$ cat src/rtl/alu_cmd_issuer.sv
// Issues valid/ready ALU commands to a combinational ALU, holds operands ALU_LATENCY cycles, returns result.
// Latency: ALU_LATENCY+1 cycles for legal codes, 1 for illegal codes; cmd_ready stalls while a response waits on rsp_ready.
module alu_cmd_issuer #(
  parameter int unsigned ALU_LATENCY = 1,
  parameter int unsigned TAG_W       = 4
) (
  input  logic             clk,
  input  logic             reset,
  input  logic             cmd_valid,
  output logic             cmd_ready,
  input  logic [5:0]       cmd_funct,
  input  logic [31:0]      cmd_a,
  input  logic [31:0]      cmd_b,
  input  logic [TAG_W-1:0] cmd_tag,
  output logic [31:0]      alu_dataA,
  output logic [31:0]      alu_dataB,
  output logic [5:0]       alu_Signal,
  output logic             alu_reset,
  input  logic [31:0]      alu_dataOut,
  output logic             rsp_valid,
  input  logic             rsp_ready,
  output logic [31:0]      rsp_data,
  output logic [TAG_W-1:0] rsp_tag,
  output logic             rsp_err,
  output logic             busy,
  output logic [15:0]      op_count
);

  localparam int unsigned CNT_W = (ALU_LATENCY < 2) ? 1 : $clog2(ALU_LATENCY + 1);

  localparam logic [5:0] FN_ADD = 6'b100000;
  localparam logic [5:0] FN_SUB = 6'b100010;
  localparam logic [5:0] FN_AND = 6'b100100;
  localparam logic [5:0] FN_OR  = 6'b100101;
  localparam logic [5:0] FN_SLT = 6'b101010;

  typedef enum logic [1:0] {
    ST_IDLE = 2'd0,
    ST_HOLD = 2'd1,
    ST_RESP = 2'd2
  } state_t;

  generate
    if (ALU_LATENCY < 1) begin : g_bad_latency
      $error("alu_cmd_issuer: ALU_LATENCY must be at least 1");
    end
  endgenerate

  state_t             state_q, state_d;
  logic [CNT_W-1:0]   cnt_q, cnt_d;
  logic [31:0]        data_a_q, data_a_d;
  logic [31:0]        data_b_q, data_b_d;
  logic [5:0]         signal_q, signal_d;
  logic [31:0]        rsp_data_q, rsp_data_d;
  logic [TAG_W-1:0]   rsp_tag_q, rsp_tag_d;
  logic               rsp_err_q, rsp_err_d;
  logic [15:0]        op_count_q, op_count_d;
  logic               accept;
  logic               funct_ok;

  always_comb begin
    funct_ok = 1'b0;
    case (cmd_funct)
      FN_ADD, FN_SUB, FN_AND, FN_OR, FN_SLT: funct_ok = 1'b1;
      default:                               funct_ok = 1'b0;
    endcase
  end

  assign cmd_ready = (state_q == ST_IDLE) | ((state_q == ST_RESP) & rsp_ready);
  assign accept    = cmd_valid & cmd_ready;

  always_comb begin
    state_d    = state_q;
    cnt_d      = cnt_q;
    data_a_d   = data_a_q;
    data_b_d   = data_b_q;
    signal_d   = signal_q;
    rsp_data_d = rsp_data_q;
    rsp_tag_d  = rsp_tag_q;
    rsp_err_d  = rsp_err_q;
    op_count_d = op_count_q;

    case (state_q)
      ST_HOLD: begin
        cnt_d = cnt_q - CNT_W'(1);
        if (cnt_q == CNT_W'(1)) begin
          rsp_data_d = alu_dataOut;
          rsp_err_d  = 1'b0;
          state_d    = ST_RESP;
        end
      end
      ST_RESP: begin
        if (rsp_ready) begin
          op_count_d = op_count_q + 16'd1;
          state_d    = ST_IDLE;
        end
      end
      default: ;
    endcase

    // A new accept overrides the RESP->IDLE transition so commands can stream back-to-back.
    if (accept) begin
      data_a_d  = cmd_a;
      data_b_d  = cmd_b;
      signal_d  = cmd_funct;
      rsp_tag_d = cmd_tag;
      if (funct_ok) begin
        cnt_d   = CNT_W'(ALU_LATENCY);
        state_d = ST_HOLD;
      end else begin
        rsp_data_d = 32'd0;
        rsp_err_d  = 1'b1;
        state_d    = ST_RESP;
      end
    end
  end

  always_ff @(posedge clk) begin
    if (reset) begin
      state_q    <= ST_IDLE;
      cnt_q      <= '0;
      data_a_q   <= 32'd0;
      data_b_q   <= 32'd0;
      signal_q   <= 6'd0;
      rsp_data_q <= 32'd0;
      rsp_tag_q  <= '0;
      rsp_err_q  <= 1'b0;
      op_count_q <= 16'd0;
    end else begin
      state_q    <= state_d;
      cnt_q      <= cnt_d;
      data_a_q   <= data_a_d;
      data_b_q   <= data_b_d;
      signal_q   <= signal_d;
      rsp_data_q <= rsp_data_d;
      rsp_tag_q  <= rsp_tag_d;
      rsp_err_q  <= rsp_err_d;
      op_count_q <= op_count_d;
    end
  end

  assign alu_dataA  = data_a_q;
  assign alu_dataB  = data_b_q;
  assign alu_Signal = signal_q;
  assign alu_reset  = (state_q != ST_HOLD);
  assign rsp_valid  = (state_q == ST_RESP);
  assign rsp_data   = rsp_data_q;
  assign rsp_tag    = rsp_tag_q;
  assign rsp_err    = rsp_err_q;
  assign busy       = (state_q != ST_IDLE);
  assign op_count   = op_count_q;

  // A stalled response must not change underneath the consumer.
  a_rsp_stable: assert property (@(posedge clk) disable iff (reset)
    (rsp_valid && !rsp_ready) |=> (rsp_valid && $stable(rsp_data) && $stable(rsp_tag) && $stable(rsp_err)));

  a_hold_cnt: assert property (@(posedge clk) disable iff (reset)
    (state_q == ST_HOLD) |-> (cnt_q != '0));

endmodule

$ cat config.mk
export PLATFORM = sky130hd
export DESIGN_NAME = alu_cmd_issuer
export DESIGN_NICKNAME = d
export VERILOG_FILES = /design/src/rtl/alu_cmd_issuer.sv
export SDC_FILE = /design/constraint.sdc
export NUM_CORES = 1
export LEC_CHECK = 0
export CAP_MARGIN = 15
export CORE_ASPECT_RATIO = 0.75
export CORE_MARGIN = 4
export CORE_UTILIZATION = 40
export CTS_CLUSTER_SIZE = 40
export DETAILED_ROUTE_END_ITERATION = 7
export MAX_ROUTING_LAYER = met4
export PLACE_DENSITY = 0.91
export SETUP_SLACK_MARGIN = 0.4
export SYNTH_ARGS = -nofsm -noshare
export SYNTH_HDL_FRONTEND = slang
export SYNTH_SLANG_ARGS = --single-unit
$ cat constraint.sdc
create_clock -name clk -period 2.34 [get_ports clk]
set_clock_uncertainty 0.1 [all_clocks]
set_input_delay 0.585 -clock clk [delete_from_list [all_inputs] [get_ports clk]]
set_output_delay 0.585 -clock clk [all_outputs]
set_load 0.005 [all_outputs]
==> Word level (Yosys, flattened, before mapping) <==
Cells that the tools add are included.
{ "classes": {"reduce_logical": 6, "mul": 0, "n_addsub": 2, "mux": 17, "div": 0, "n_bitwise": 3, "magnitude_cmp": 0, "shift": 0, "n_eq_ne": 10} }
{ "ops": {"columns": ["op", "n"], "rows": [
  ["32-bit two-way mux", 4],
  ["6-bit == test (second input constant)", 5],
  ["16-bit by 1-bit adder with 16-bit output (second input constant)", 1],
  ["1-bit two-way mux", 8],
  ["2-bit two-way mux", 4],
  ["5-bit OR reduction", 1],
  ["2-bit one-hot mux with 2 select lines", 1],
  ["3-bit by 1-bit inequality test with 1-bit output (second input constant)", 1],
  ["3-bit inequality test (second input constant)", 1],
  ["3-bit AND reduction", 1],
  ["3-bit nonzero test", 1],
  ["1-bit bitwise AND", 2],
  ["2-bit by 1-bit == test with 1-bit output (second input constant)", 1],
  ["2-bit == test (second input constant)", 1],
  ["2-bit logical NOT", 1],
  ["2-bit by 1-bit inequality test with 1-bit output (second input constant)", 1],
  ["2-bit AND reduction", 1],
  ["2-bit nonzero test", 1],
  ["1-bit OR", 1],
  ["1-bit subtractor (second input constant)", 1]
]} }
{ "word_totals": {"out_inout_bits": 127, "memories": 0, "latchBits": 0, "ff_bits": 126, "input_bits": 110, "mem_bits_ro": 0, "ramBits": 0} }

==> Depth between registers and ports, before layout <==
{ "depth": {"word_depth": 6, "ltp_mapped": 7, "depth_no_buf": 5} }

==> Least setup slack after synthesis <==
Ideal clock, no wire load.
{ "synth_path": {"path_kind": "input port to flip-flop", "from": "in cmd_funct[1]", "to": "reg rsp_data_q[11] (netlist: rsp_data[11])", "path_stages": 5, "setup_slack_ps": 558, "n_path_buf": 1, "arrival_ps": 1616, "setup_ps": 66, "cell_sequence": "mux2_2 > nor4b_4 > o21bai_1 > buf_2 > a21oi_2"} }
{ "synth_via": {"elab_chain_len": 5, "elab_cells_between_ends": 9, "cone_classes": "eq/ne: 5; mux: 3; reduce/logical: 1"} }
{ "synth_rtl": {"columns": ["item", "line", "rtl"], "rows": [
  ["start: declaration", "11", "input logic [5:0] cmd_funct,"],
  ["6-bit == test", "63", "case (cmd_funct)"],
  ["5-bit OR reduction (*)", "63", null],
  ["1-bit two-way mux (*)", "63", null],
  ["32-bit two-way mux (*)", "107", "if (funct_ok) begin"],
  ["32-bit two-way mux (*)", "102", "if (accept) begin"],
  ["end signal: assignment", "135", "rsp_data_q <= rsp_data_d;"],
  ["end: declaration", "54", "logic [31:0] rsp_data_q, rsp_data_d;"]
]} }
Mark *: on every way between the ends. The rest lies on a longest branch, timed or not.
A chain may end at the register's enable or synchronous reset.

==> Worst setup path in the final report <==
{ "layout_path": {"from": "reg state_q[1]", "to": "out cmd_ready"} }
{ "layout_via": {"elab_chain_len": 3, "elab_cells_between_ends": 4, "cone_classes": "eq/ne: 1; bitwise: 2; reduce/logical: 1"} }
{ "layout_rtl": {"columns": ["item", "line", "rtl"], "rows": [
  ["start: declaration", "49", "state_t state_q, state_d;"],
  ["start signal: assignment", "130", "state_q <= state_d;"],
  ["2-bit == test", "69", "assign cmd_ready = (state_q == ST_IDLE) | ((state_q == ST_RESP) & rsp_ready);"],
  ["1-bit bitwise AND", "69", null],
  ["1-bit OR (*)", "69", null],
  ["end: declaration", "10", "output logic cmd_ready,"]
]} }
Marks and branches as above.

==> impl_metrics.env <==
export IMPL_status="finished clean"
export IMPL_viasPerCell=4.904
export IMPL_r2r_start="state_q[0]"
export IMPL_placed_area_um2=7233
export IMPL_worstSetupStartpointType="register"
export IMPL_ir_drop_v=0.0005362
export IMPL_rsz0062_at_grt="true"
export IMPL_hp_start="rsp_data[1]"
export IMPL_dp_slack_ps=-80.12
export IMPL_core_um2=11190
export IMPL_synth_seq_area_share_pct=53.93
export IMPL_fin_crit_ps=1915
export IMPL_rows=33
export IMPL_gp_congestion=0.8188
export IMPL_syn_num_nets=686
export IMPL_htree_levels=4
export IMPL_fp_dieH_um=101.6
export IMPL_setup_viol=0
export IMPL_floorplan_initialDensity_pct=41.80
export IMPL_synth_edf_count=0
export IMPL_track_usage_pct=22.57
export IMPL_final_common_cell="nand2_1"
export IMPL_min_period_over_period_pct=81.82
export IMPL_die_w_um=132.9
export IMPL_maxSlewViolCount=0
export IMPL_finalInstanceArea_um2=7931
export IMPL_grt_first_pass_wirelength_mm=23.45
export IMPL_path_class="register to output pin"
export IMPL_final_cell_mix="nand2_1, dlygate4sd2_1, dfxtp_1, clkdlybuf4s50_1, a21oi_1"
export IMPL_hpwl_mm=10.41
export IMPL_setup_tns_ps=0
export IMPL_critPathCaptureType="output pin"
export IMPL_drt_iter0_markers=224
export IMPL_reg2reg_depth=5
export IMPL_yosysUniqueCellTypes=34
export IMPL_boundaryPins=237
export IMPL_holdPathEnd="rsp_data[1]"
export IMPL_total_power_mw=5.648
export IMPL_crit_arrival_ps=1230
export IMPL_cts_made_buffers=17
export IMPL_antenna_found_initial=0
export IMPL_cp_data_required_time_ps=1650
export IMPL_fin_nets=926
export IMPL_worst_pin_slew_ps=509.6
export IMPL_grt_max_degree=50
export IMPL_cts_buffer_depth=2
export IMPL_drive_gt1_share_pct=13.65
export IMPL_clk_latency_ps=410
export IMPL_fmax_mhz=522.3
export IMPL_avgRoutedWirePerCell_um=15.64
export IMPL_yosysWarnings=0
export IMPL_root_buffer="clkbuf_16"
export IMPL_syn_cell_area_um2=4677
export IMPL_relSlewSlack_pct=66.02
export IMPL_hold_viol=0
export IMPL_r2r_slack_ps=650
export IMPL_antennaDiodeCount=0
export IMPL_power_density_nw_per_um2=712.1
export IMPL_vias=4830
export IMPL_holdWs_ps=346.2
export IMPL_drt_pass1_iterations=4
export IMPL_final_antenna_net_count=0
export IMPL_leakagePower_nw=3.634
export IMPL_dp_cells=944
export IMPL_ctsHoldBuffers=0
export IMPL_synthToLayoutAreaGrowth_pct=69.58
export IMPL_synth_seq_cells=126
export IMPL_fin_ws_ps=425.3
export IMPL_drc_errors=0
export IMPL_cts_sinks=126
export IMPL_hp_class="register to register"
export IMPL_postLayoutCoreUtil_pct=70.88
export IMPL_holdPathStages=2
export IMPL_grt_pass1_vias=4579
export IMPL_wl_mm=15.41
export IMPL_netlist_instances=575
export IMPL_numPortBuffers=236
export IMPL_crit_fanout=7
export IMPL_clk_pin_slew_ps=60
export IMPL_ys_flop_type="dfxtp_1"
export IMPL_maxCapViolations=0
export IMPL_r2r_end="op_count[12]"
export IMPL_fin_cells=985
export IMPL_overflow=0
export IMPL_syn_avg_cell_area_um2=8.134
export IMPL_async_flop_share_pct=0
export IMPL_die_area_um2=13500
export IMPL_cts_tree="built"
[Yosys cell counts (2+ instances only)]
| master | instances | area [um^2] |
|---|---|---|
| xnor2_1 | 7 | 61.31 |
| a21oi_2 | 14 | 122.6 |
| buf_4 | 6 | 45.04 |
| mux2i_1 | 2 | 20.02 |
| nor2b_1 | 3 | 18.77 |
| nor3_1 | 3 | 15.01 |
| a21oi_1 | 99 | 495.5 |
| clkbuf_1 | 19 | 71.32 |
| nand2b_1 | 3 | 18.77 |
| nor2_1 | 18 | 67.56 |
| dfxtp_1 | 126 | 2522 |
| or3_1 | 3 | 18.77 |
| nand2_1 | 221 | 829.6 |
| inv_1 | 4 | 15.01 |
| mux2_2 | 4 | 45.04 |
| xor2_1 | 2 | 17.52 |
| buf_2 | 11 | 55.05 |
| nand3_1 | 6 | 30.03 |
| nand4_1 | 3 | 18.77 |
| nor4_1 | 4 | 25.02 |
| o21ai_0 | 4 | 20.02 |
[repair_timing]
action	CTS	global route
pin swaps	1	3
resized for setup	148	31
endpoints found under the setup margin	120	51
setup buffers	5	1
gates cloned	0	3
[area by class of cell]
| class | count | area [um^2] |
|---|---|---|
| inverters | 5 | 23.77 |
| well taps | 157 | 196.4 |
| multi-input cells | 407 | 2013 |
| clock buffers | 19 | 442.9 |
| flip-flops and latches | 126 | 2570 |
| fillers | 857 | 3258 |
| clock inverters | 13 | 165.2 |
| repair buffers | 258 | 2520 |
[critical path, stage by stage (launching register included)]
cell and delay [ps]:
dfxtp_4 350, inv_4 110, o21a_1 160, clkdlybuf4s15_1 210
[report_power, final]
part           internal [mW]  switching, mW  total (mW)
Clock                   1.71          0.981        2.69
Sequential              2.23         0.0436        2.28
Combinational          0.383          0.304       0.687
Total                   4.32           1.33        5.65
[sequential cells by signal, summed over array words and instances, names as in the netlist]
signal      cells
op_count       16
rsp_data       32
alu_Signal      6
alu_dataB      32
alu_dataA      32
rsp_err         1
cnt_q           1
rsp_tag         4
state_q         2
[routing by layer]
layer,wire length [um],up-vias,global-route usage [%]
li1,-,2365,-
met3,1103,11,6.951
met1,6584,2259,27.06
met4,143,0,6.629
met5,0,-,-
met2,7574,195,36.90
[kinds of logic after synthesis]
family / Yosys count / synth area share, %
and+or+nand+nor: 268 / 23.76
buffers and inverters: 42 / 4.146
xor gates and xnor gates: 9 / 1.685
DFF: 126 / 53.93
muxes: 6 / 1.391
adders and majority gates: 1 / 0.2675
AOI/OAI and AO/OA: 123 / 14.82
[worst max-delay path by stage]
stage                       from           end  slack [ps]
detailed placement     rsp_ready     cmd_ready         -80
CTS                    rsp_ready     cmd_ready         350
global route          state_q[1]     cmd_ready         360
finish                state_q[1]     cmd_ready         430
floorplan           cmd_funct[1]  rsp_data[11]         560
global placement       rsp_ready     cmd_ready         -50
Note: power is estimated with default switching activity, not from simulation.
